File: src/rtl/usb_data_arbiter.sv
// Three-source USB data arbiter: per-source FIFOs drained round-robin in bursts to the USB FIFO.
// Optional per-source drop counters are built when USB_ARB_OVERFLOW_COUNT_EN is defined.
module usb_data_arbiter #(
    parameter int unsigned DEPTH = 8,
    parameter int unsigned BURST = 4
) (
    input  logic        Clk,
    input  logic        reset,
    input  logic [15:0] AcqData,
    input  logic        AcqData_en,
    input  logic [15:0] AdcData,
    input  logic        AdcData_en,
    input  logic [15:0] SCTestData,
    input  logic        SCTestData_en,
    input  logic        ArbEnable,
    input  logic        UsbDataFifoFull,
    input  logic        ClearStatus,
    output logic [15:0] OutUsbExtFifoData,
    output logic        OutUsbExtFifoData_en,
    output logic [2:0]  SourceOverflow,
    output logic [1:0]  Grant,
`ifdef USB_ARB_OVERFLOW_COUNT_EN
    output logic [15:0] AcqDropCount,
    output logic [15:0] AdcDropCount,
    output logic [15:0] SCTestDropCount,
`endif
    output logic        ArbIdle
);

    localparam int unsigned AW = $clog2(DEPTH);
    localparam int unsigned CW = AW + 1;
    localparam int unsigned BW = $clog2(BURST + 1);
    localparam logic [1:0] NoGrant = 2'd3;

    typedef enum logic [0:0] {StIdle, StBurst} state_e;

    state_e        stateQ, stateD;
    logic [1:0]    grantQ, grantD;
    logic [1:0]    rrQ, rrD;
    logic [BW-1:0] burstCntQ, burstCntD;

    logic [15:0]   srcData [3];
    logic [2:0]    srcEn;
    logic [15:0]   mem [3][DEPTH];
    logic [AW-1:0] wrPtrQ [3];
    logic [AW-1:0] rdPtrQ [3];
    logic [CW-1:0] countQ [3];
    logic [CW-1:0] countD [3];
    logic [3:0]    fifoEmpty;
    logic [2:0]    fifoFull, wrEn, drop, popVec;
    logic          nextAllEmpty;

    logic [2:0]    cand;
    logic [1:0]    rrSel;
    logic          anyValid, canStart, stall;
    logic          popValid;
    logic [1:0]    popSrc;
    logic [15:0]   headData;

    logic [15:0]   outDataQ;
    logic          outEnQ;
    logic [2:0]    ovfQ;
    logic          arbIdleQ;

    assign srcData[0] = AcqData;
    assign srcData[1] = AdcData;
    assign srcData[2] = SCTestData;
    assign srcEn      = {SCTestData_en, AdcData_en, AcqData_en};

    // A full FIFO drops the strobed word even when it pops in the same cycle.
    always_comb begin
        fifoEmpty = 4'b1000;
        fifoFull  = '0;
        wrEn      = '0;
        drop      = '0;
        for (int i = 0; i < 3; i++) begin
            fifoEmpty[i] = (countQ[i] == '0);
            fifoFull[i]  = (countQ[i] == CW'(DEPTH));
            wrEn[i]      = srcEn[i] && !fifoFull[i];
            drop[i]      = srcEn[i] && fifoFull[i];
        end
    end

    always_comb begin
        popVec       = '0;
        nextAllEmpty = 1'b1;
        for (int i = 0; i < 3; i++) begin
            popVec[i] = popValid && (popSrc == 2'(i));
            countD[i] = countQ[i] + CW'(wrEn[i]) - CW'(popVec[i]);
            if (countD[i] != '0) begin
                nextAllEmpty = 1'b0;
            end
        end
    end

    always_ff @(posedge Clk) begin
        if (reset) begin
            for (int i = 0; i < 3; i++) begin
                wrPtrQ[i] <= '0;
                rdPtrQ[i] <= '0;
                countQ[i] <= '0;
            end
        end else begin
            for (int i = 0; i < 3; i++) begin
                if (wrEn[i]) begin
                    wrPtrQ[i] <= wrPtrQ[i] + AW'(1);
                end
                if (popVec[i]) begin
                    rdPtrQ[i] <= rdPtrQ[i] + AW'(1);
                end
                countQ[i] <= countD[i];
            end
        end
    end

    always_ff @(posedge Clk) begin
        for (int i = 0; i < 3; i++) begin
            if (wrEn[i]) begin
                mem[i][wrPtrQ[i]] <= srcData[i];
            end
        end
    end

    always_comb begin
        case (popSrc)
            2'd0:    headData = mem[0][rdPtrQ[0]];
            2'd1:    headData = mem[1][rdPtrQ[1]];
            2'd2:    headData = mem[2][rdPtrQ[2]];
            default: headData = '0;
        endcase
    end

    // First non-empty source scanning upward from rrQ, wrapping modulo 3.
    always_comb begin
        rrSel    = rrQ;
        anyValid = 1'b0;
        cand     = '0;
        for (int k = 0; k < 3; k++) begin
            cand = 3'(rrQ) + 3'(k);
            if (cand >= 3'd3) begin
                cand = cand - 3'd3;
            end
            if (!anyValid && !fifoEmpty[cand[1:0]]) begin
                anyValid = 1'b1;
                rrSel    = cand[1:0];
            end
        end
    end

    assign stall    = !ArbEnable || UsbDataFifoFull;
    assign canStart = !stall && anyValid;

    always_ff @(posedge Clk) begin
        if (reset) begin
            stateQ    <= StIdle;
            grantQ    <= NoGrant;
            rrQ       <= 2'd0;
            burstCntQ <= '0;
        end else begin
            stateQ    <= stateD;
            grantQ    <= grantD;
            rrQ       <= rrD;
            burstCntQ <= burstCntD;
        end
    end

    always_comb begin
        stateD    = stateQ;
        grantD    = grantQ;
        rrD       = rrQ;
        burstCntD = burstCntQ;
        case (stateQ)
            StIdle: begin
                if (canStart) begin
                    stateD    = StBurst;
                    grantD    = rrSel;
                    rrD       = (rrSel == 2'd2) ? 2'd0 : rrSel + 2'd1;
                    burstCntD = BW'(1);
                end
            end
            StBurst: begin
                // A stalled burst holds even if it would otherwise end.
                if (!stall) begin
                    if (fifoEmpty[grantQ] || burstCntQ == BW'(BURST)) begin
                        stateD    = StIdle;
                        grantD    = NoGrant;
                        burstCntD = '0;
                    end else begin
                        burstCntD = burstCntQ + BW'(1);
                    end
                end
            end
            default: begin
                stateD    = StIdle;
                grantD    = NoGrant;
                burstCntD = '0;
            end
        endcase
    end

    always_comb begin
        popValid = 1'b0;
        popSrc   = grantQ;
        case (stateQ)
            StIdle: begin
                if (canStart) begin
                    popValid = 1'b1;
                    popSrc   = rrSel;
                end
            end
            StBurst: begin
                popValid = !stall && !fifoEmpty[grantQ] && (burstCntQ < BW'(BURST));
            end
            default: popValid = 1'b0;
        endcase
    end

    always_ff @(posedge Clk) begin
        if (reset) begin
            outDataQ <= '0;
            outEnQ   <= 1'b0;
            ovfQ     <= '0;
            arbIdleQ <= 1'b1;
        end else begin
            outEnQ <= popValid;
            if (popValid) begin
                outDataQ <= headData;
            end
            for (int i = 0; i < 3; i++) begin
                if (drop[i]) begin
                    ovfQ[i] <= 1'b1;
                end else if (ClearStatus) begin
                    ovfQ[i] <= 1'b0;
                end
            end
            arbIdleQ <= (stateD == StIdle) && nextAllEmpty;
        end
    end

    assign OutUsbExtFifoData    = outDataQ;
    assign OutUsbExtFifoData_en = outEnQ;
    assign SourceOverflow       = ovfQ;
    assign Grant                = grantQ;
    assign ArbIdle              = arbIdleQ;

`ifdef USB_ARB_OVERFLOW_COUNT_EN
    logic [15:0] dropCntQ [3];

    always_ff @(posedge Clk) begin
        if (reset) begin
            for (int i = 0; i < 3; i++) begin
                dropCntQ[i] <= '0;
            end
        end else begin
            for (int i = 0; i < 3; i++) begin
                if (ClearStatus) begin
                    dropCntQ[i] <= drop[i] ? 16'd1 : 16'd0;
                end else if (drop[i] && dropCntQ[i] != 16'hFFFF) begin
                    dropCntQ[i] <= dropCntQ[i] + 16'd1;
                end
            end
        end
    end

    assign AcqDropCount    = dropCntQ[0];
    assign AdcDropCount    = dropCntQ[1];
    assign SCTestDropCount = dropCntQ[2];
`endif

endmodule

File: config.mk
export PLATFORM = sky130hd
export DESIGN_NAME = usb_data_arbiter
export DESIGN_NICKNAME = d
export VERILOG_FILES = /design/src/rtl/usb_data_arbiter.sv
export SDC_FILE = /design/constraint.sdc
export NUM_CORES = 1
export LEC_CHECK = 0
export CAP_MARGIN = 20
export CORE_MARGIN = 2
export CORE_UTILIZATION = 50
export CTS_CLUSTER_SIZE = 25
export DETAILED_ROUTE_END_ITERATION = 12
export GPL_TIMING_DRIVEN = 0
export PLACE_DENSITY = 0.73
export SETUP_SLACK_MARGIN = 0.1
export SLEW_MARGIN = 10
export SYNTH_ARGS = -nofsm -noshare
export SYNTH_HDL_FRONTEND = slang
export SYNTH_SLANG_ARGS = --single-unit
export TNS_END_PERCENT = 10
File: constraint.sdc
create_clock -name Clk -period 5.4 [get_ports Clk]
set_input_delay 1.08 -clock Clk [delete_from_list [all_inputs] [get_ports Clk]]
set_output_delay 1.08 -clock Clk [all_outputs]
set_load 0.01 [all_outputs]
==> impl_metrics.json <==
{
  "h-tree-depth": 2,
  "critPathArrivalTime_ns": 5.13,
  "synth_common_cells": "edfxtp_1 (402), mux4_2 (83), nor2_1 (45)",
  "post_drt_wl_per_cell_um": 23.7,
  "postSynth.asyncResetShare": 0,
  "die_y_um": 195,
  "regArea_sq_mm": 0.0129,
  "p_sw_uw": 3060,
  "cts_num_sinks": 443,
  "power.leakage_uw": 0.00710,
  "timing.rr.end": "ArbIdle$_SDFF_PP1_",
  "worst-path-stages": 18,
  "yosysWarnings": 0,
  "cts_root_buf": "clkbuf_16",
  "multiInputGateArea_sq_mm": 0.00508,
  "antenna_found_initial": 0,
  "end_kind": "register",
  "sw_frac_of_total": 0.303,
  "grt_start_max_net_pins": 15,
  "crit_fanout": 10,
  "setup_tns_ns": 0,
  "grt_pass1_vias": 9929,
  "overflow": 0,
  "slew-limit-headroom": 0.385,
  "pwr-share-clk": 0.299,
  "hp-start": "rrQ[0]$_SDFFE_PP0P_",
  "antenna_cells": 0,
  "start_util": 0.503,
  "final-setup-viol-count": 0,
  "synth_area_sq_mm": 0.0183,
  "clock_path_buffers": 3,
  "cp_cell_sequence": "inv_1 -> ha_1 -> inv_2 -> o311ai_1 -> a2bb2oi_1 -> a22oi_4 -> buf_8 -> nand2_1 -> nor2_1 -> ha_1 -> inv_1 -> ha_1 -> inv_1 -> fa_1 -> xor2_1 -> nand3_1 -> o41a_1 -> nor2_1",
  "grt_setup_unrepaired": "false",
  "post-route-min-period_ns": 4.63,
  "fp.dieW_um": 195,
  "grt_busiest_layer": "met2",
  "yosysSeqAreaShare": 0.705,
  "reg2reg_slack_ns": 0.77,
  "grt_util_all_layers": 0.212,
  "netlist.area_leader.share": 0.660,
  "vdd_drop_max_v": 0.000271,
  "syn_to_final_growth_pct": 18.1,
  "firstDrtPassIters": 7,
  "synth_area_leader_cell": "edfxtp_1",
  "combPwrFrac": 0.271,
  "p_int_uw": 7030,
  "power.total_uw": 10100,
  "clk_pin_slew_worst_paths_ns": 0.06,
  "hold_path.class": "register to register",
  "max_cap_violations": 0,
  "fillers": 2608,
  "r2r-start": "rrQ[0]$_SDFFE_PP0P_",
  "synthTopCellsByArea": "edfxtp_1 (66%), mux4_2 (10%), dfxtp_1 (4.5%)",
  "worstSetupStartpointType": "register",
  "synth_ff_type": "edfxtp_1",
  "path_class": "register to register",
  "max_freq_ghz": 0.216,
  "slew_viol_final": 0,
  "syn_nets": 1066,
  "post-cts-setup-buffer-count": 0,
  "ant_nets": 0,
  "clock_skew_ns": 0.0191,
  "slowest_stage": "o311ai_1",
  "worstMarginPinSlew_ns": 0.914,
  "finalHoldViolations": 0,
  "met1_usage": 0.281,
  "gp_congestion": 0.815,
  "routed-via-count": 9646,
  "cts-resized-gates": 0,
  "yosysMostFrequentCell": "edfxtp_1",
  "clk_latency_ns": 0.59,
  "hold_end": "rrQ[0]$_SDFFE_PP0P_",
  "p_per_area_mw_per_mm2": 467,
  "ctsHoldBuffers": 0,
  "synth_edf_count": 402,
  "drive_gt1_frac": 0.246,
  "rows": 70,
  "numCtsBuffers": 46,
  "drc": 0,
  "fin_crit_sh": 0.857,
  "met2_usage": 0.348,
  "core-area_sq_mm": 0.0363,
  "crit_buf_inv": 5,
  "tritoncts": "built",
  "grt_pass1_wl_mm": 59.5,
  "cpPeakStageDelay_ns": 0.59,
  "portBuffers": 78,
  "p_seq_frac": 0.430,
  "synth_cells": 977,
  "syn_avg_cell_area_sq_um": 18.7,
  "floorplan.die_area_sq_mm": 0.0381,
  "io_pins": 79,
  "cp_top_family": "compound AO/OA/AOI/OAI gates",
  "whs_path_depth": 2,
  "grt.met3_usage": 0.0370,
  "synth_seq_cells": 443,
  "drt-vias-per-instance": 5.87,
  "drt-total-wl_mm": 38.9,
  "status": "finished clean",
  "layout.nets": 1227,
  "critPathRequiredTime_ns": 5.90,
  "drtIter0Drc": 726,
  "r2r.worst_path.cells": 18,
  "dp_hpwl_mm": 27.3,
  "yosysUniqueCellTypes": 69
}
## cells by family after synthesis
group / count (synthesis) / synth area share
multiplexers: 145 / 0.150
XOR/XNOR: 12 / 0.00575
AND/OR/NAND/NOR: 149 / 0.0428
buffers and inverters: 78 / 0.0229
AO/OA/AOI/OAI: 117 / 0.0499
flip-flops: 443 / 0.705
adder cells (fa/ha/maj): 33 / 0.0238
## registers in the layout, indices dropped and copies added (netlist names)
signal,cells
stateQ,1
ArbIdle,1
countQ,12
SourceOverflow,3
mem,384
Grant,2
OutUsbExtFifoData,16
OutUsbExtFifoData_en,1
burstCntQ,3
rrQ,2
rdPtrQ,9
wrPtrQ,9
## per-stage QoR
step	worst slack [ns]	util	area [sq um]	hold WS (ns)	instances
after detailed placement	0.470	0.554	20200	0.494	1558
after global routing	0.442	0.594	21600	0.514	1643
after floorplan	1.39	-	18300	0.466	977
after CTS	0.802	0.594	21600	0.502	1643
after global placement	-0.108	0.541	19700	0.489	1523
final	0.774	0.594	21600	0.501	1643
## cell usage in the layout, fill, tap and decap left out, types with 24 or more instances in the layout
master / n
clkbuf_1: 42
clkbuf_16: 46
clkdlybuf4s50_1: 78
dfxtp_1: 41
edfxtp_1: 402
ha_1: 30
inv_1: 32
mux2_2: 32
mux4_2: 83
nand2_1: 24
nor2_1: 36
## layer usage
layer	vias to the layer above	wire (um)	share of wire
li1	4291	-	-
met1	4995	16200	0.42
met2	286	19400	0.50
met3	74	1990	0.051
met4	0	1340	0.035
met5	-	0	0
## area by class of cell
| type | count | area share |
|---|---|---|
| buffer | 45 | 0.0137 |
| clock buffer | 69 | 0.0596 |
| clock inverter | 16 | 0.00776 |
| inverter | 33 | 0.00573 |
| multi-input combinational | 456 | 0.235 |
| sequential | 443 | 0.597 |
| tap | 468 | 0.0271 |
| timing repair buffer | 113 | 0.0543 |
## worst max-delay path by stage
stage | slack, ns | end | from
after floorplan | 1.39 | ArbIdle$_SDFF_PP1_ | UsbDataFifoFull
after global placement | -0.11 | mem[0][113]$_DFFE_PP_ | AcqData_en
after detailed placement | 0.47 | ArbIdle$_SDFF_PP1_ | ArbEnable
after CTS | 0.80 | ArbIdle$_SDFF_PP1_ | rrQ[0]$_SDFFE_PP0P_
after global routing | 0.44 | ArbIdle$_SDFF_PP1_ | countQ[0][2]$_SDFF_PP0_
final | 0.77 | ArbIdle$_SDFF_PP1_ | rrQ[0]$_SDFFE_PP0P_
## power groups by stage
| stage | registers [uW] | clock network [uW] | logic (uW) |
|---|---|---|---|
| 6_report | 4340 | 3020 | 2740 |
| 5_1_grt | 4370 | 3210 | 2960 |
| 4_1_cts | 4340 | 3080 | 2730 |
| 3_5_place_dp | 4410 | 0 | 2710 |
| 3_3_place_gp | 4400 | 0 | 2560 |
| 2_1_floorplan | 4350 | 0 | 1850 |
## worst min-delay path: cells and delay by family, from the launching register on
| family | cells | cell delay, ns |
|---|---|---|
| AND/OR/NAND/NOR | 1 | 0.07 |
| AO/OA/AOI/OAI | 1 | 0.05 |
| flip-flops | 1 | 0.34 |
Note: power is estimated with default switching activity, not from simulation.
==> patch, RTL diff (same settings) <==
Set the parameter `DEPTH` to 4 (it was 8).
--- a/src/rtl/usb_data_arbiter.sv
+++ b/src/rtl/usb_data_arbiter.sv
@@ -2,5 +2,5 @@
 // Optional per-source drop counters are built when USB_ARB_OVERFLOW_COUNT_EN is defined.
 module usb_data_arbiter #(
-    parameter int unsigned DEPTH = 8,
+    parameter int unsigned DEPTH = 4,
     parameter int unsigned BURST = 4
 ) (
Check against the original RTL: not equivalent (Yosys sat finds a counterexample within 10 cycles, from zero or initial values and one cycle with reset high).
==> patch against the unedited design <==
First-iteration DRC count fell by 46%; wire length fell by 47%; worst setup slack got worse by 0.037 ns; area after synthesis fell by 45%; cell area fell by 45%; sequential cell count fell by 201; power fell by 44%; synthesized cell count fell by 37%; critical path type unchanged; highest routed layer is now met5.
==> patch: results (changes against the unedited design) <==
Synth Area per Inst 16.6 um^2 (was 18.7 um^2); Yosys cell types 61 (was 69); Highest Signal Layer met5 (was met4); routability cong. 0.831 (was 0.815); Global Route met1 Usage 0.252 (was 0.281); met1 WL 8.55 mm (was 16.2 mm); H-tree lvl count 1 (was 2); measured slew at the worst slew-check pin 0.936 ns (was 0.914 ns); Fin Hold WS 0.501 ns (about the same); I/O Buffers 77 (was 78); grt met3 use 0.0303 (was 0.0370); antenna violations before repair 1 (was 0); NetSw 1720 uW (was 3060 uW); Peak VDD IR 0.293 mV (was 0.271 mV); hold path startpoint SourceOverflow[1]$_SDFFE_PP0P_ (was rrQ[0]$_SDFFE_PP0P_); Via-to-Cell Ratio 5.58 (was 5.87); Post-synth EDFFs 204 (was 402); total track usage 0.194 (was 0.212); dpl cells 959 (was 1558); share of post-route cells with drive strength above 1 0.164 (was 0.246); DR WL met2 10.6 mm (was 19.4 mm); Worst path max stage delay 0.51 ns (was 0.59 ns); Inserted Clock Buffers 24 (was 46); share of total power in sequential cells 0.432 (was 0.430); vias in the first global route 5931 (was 9929); number of flip-flops in the largest register 192 (was 384); CP arrival 5.05 ns (was 5.13 ns); Final Non-Filler Cells 1001 (was 1643); clk_skew 0.0135 ns (was 0.0191 ns); status completed (unchanged); DP Area 0.0112 mm^2 (was 0.0202 mm^2); first-pass GRT wire length 32.4 mm (was 59.5 mm); Syn Nets 695 (was 1066); static leakage 0.00414 uW (was 0.00710 uW); Worst-Skew Late Latency 0.51 ns (was 0.59 ns); top post-synthesis cells by area edfxtp_1 60%, mux4_2 11%, dfxtp_1 7.5%, ha_1 3.0%, nand2_1 1.5% (was edfxtp_1 66%, mux4_2 10%, dfxtp_1 4.5%, ha_1 2.1%, mux2_2 2.0%); WHS Endpoint SourceOverflow[1]$_SDFFE_PP0P_ (was rrQ[0]$_SDFFE_PP0P_); Synth top cells by count 204 x edfxtp_1, 48 x mux4_2, 41 x nand2_1 (was 402 x edfxtp_1, 83 x mux4_2, 45 x nor2_1); Logic power comb 1670 uW (was 2740 uW)
[patch: kinds of logic after synthesis]
group,after synthesis,share of synthesized area
AND/OR/NAND/NOR,150,0.0776
adder cells (fa/ha/maj),27,0.0356
XOR/XNOR,9,0.00778
buffers and inverters,56,0.0251
AO/OA/AOI/OAI,78,0.0655
flip-flops,242,0.680
multiplexers,50,0.109
[patch: final cells by class]
class / instances / area, um^2
clock inverters: 7 / 33.8
repair buffers: 77 / 771
well taps: 270 / 338
fillers: 1526 / 8070
clock buffers: 35 / 693
multi-input cells: 314 / 2990
flip-flops and latches: 242 / 6890
inverters: 25 / 93.8
plain buffers: 31 / 160
[patch: how the worst max path moves through the flow]
| stage | from | endpoint | slack [ns] | cells after the start |
|---|---|---|---|---|
| 2_1_floorplan | ArbEnable | ArbIdle$_SDFF_PP1_ | 1.34 | 16 |
| 3_3_place_gp | ArbEnable | ArbIdle$_SDFF_PP1_ | 0.33 | 17 |
| 3_5_place_dp | ArbEnable | ArbIdle$_SDFF_PP1_ | 0.25 | 17 |
| 4_1_cts | ArbEnable | ArbIdle$_SDFF_PP1_ | 0.75 | 17 |
| 5_1_grt | rrQ[0]$_SDFFE_PP0P_ | ArbIdle$_SDFF_PP1_ | 0.35 | 18 |
| 6_report | rrQ[0]$_SDFFE_PP0P_ | ArbIdle$_SDFF_PP1_ | 0.74 | 18 |
[patch: through the flow]
stage | setup slack, ns | power, uW
2_1_floorplan | 1.34 | 3630
3_3_place_gp | 0.330 | 4070
3_5_place_dp | 0.254 | 4140
4_1_cts | 0.748 | 5660
5_1_grt | 0.350 | 5900
6_report | 0.737 | 5630
[patch: critical path: cells and delay by family, from the launching register on]
kind,cells,cell delay (ns)
mux,1,0.51
compound gates,4,0.89
simple gates,4,0.86
buf+inv,5,0.64
fa+ha+maj,4,1.23
flops,1,0.43
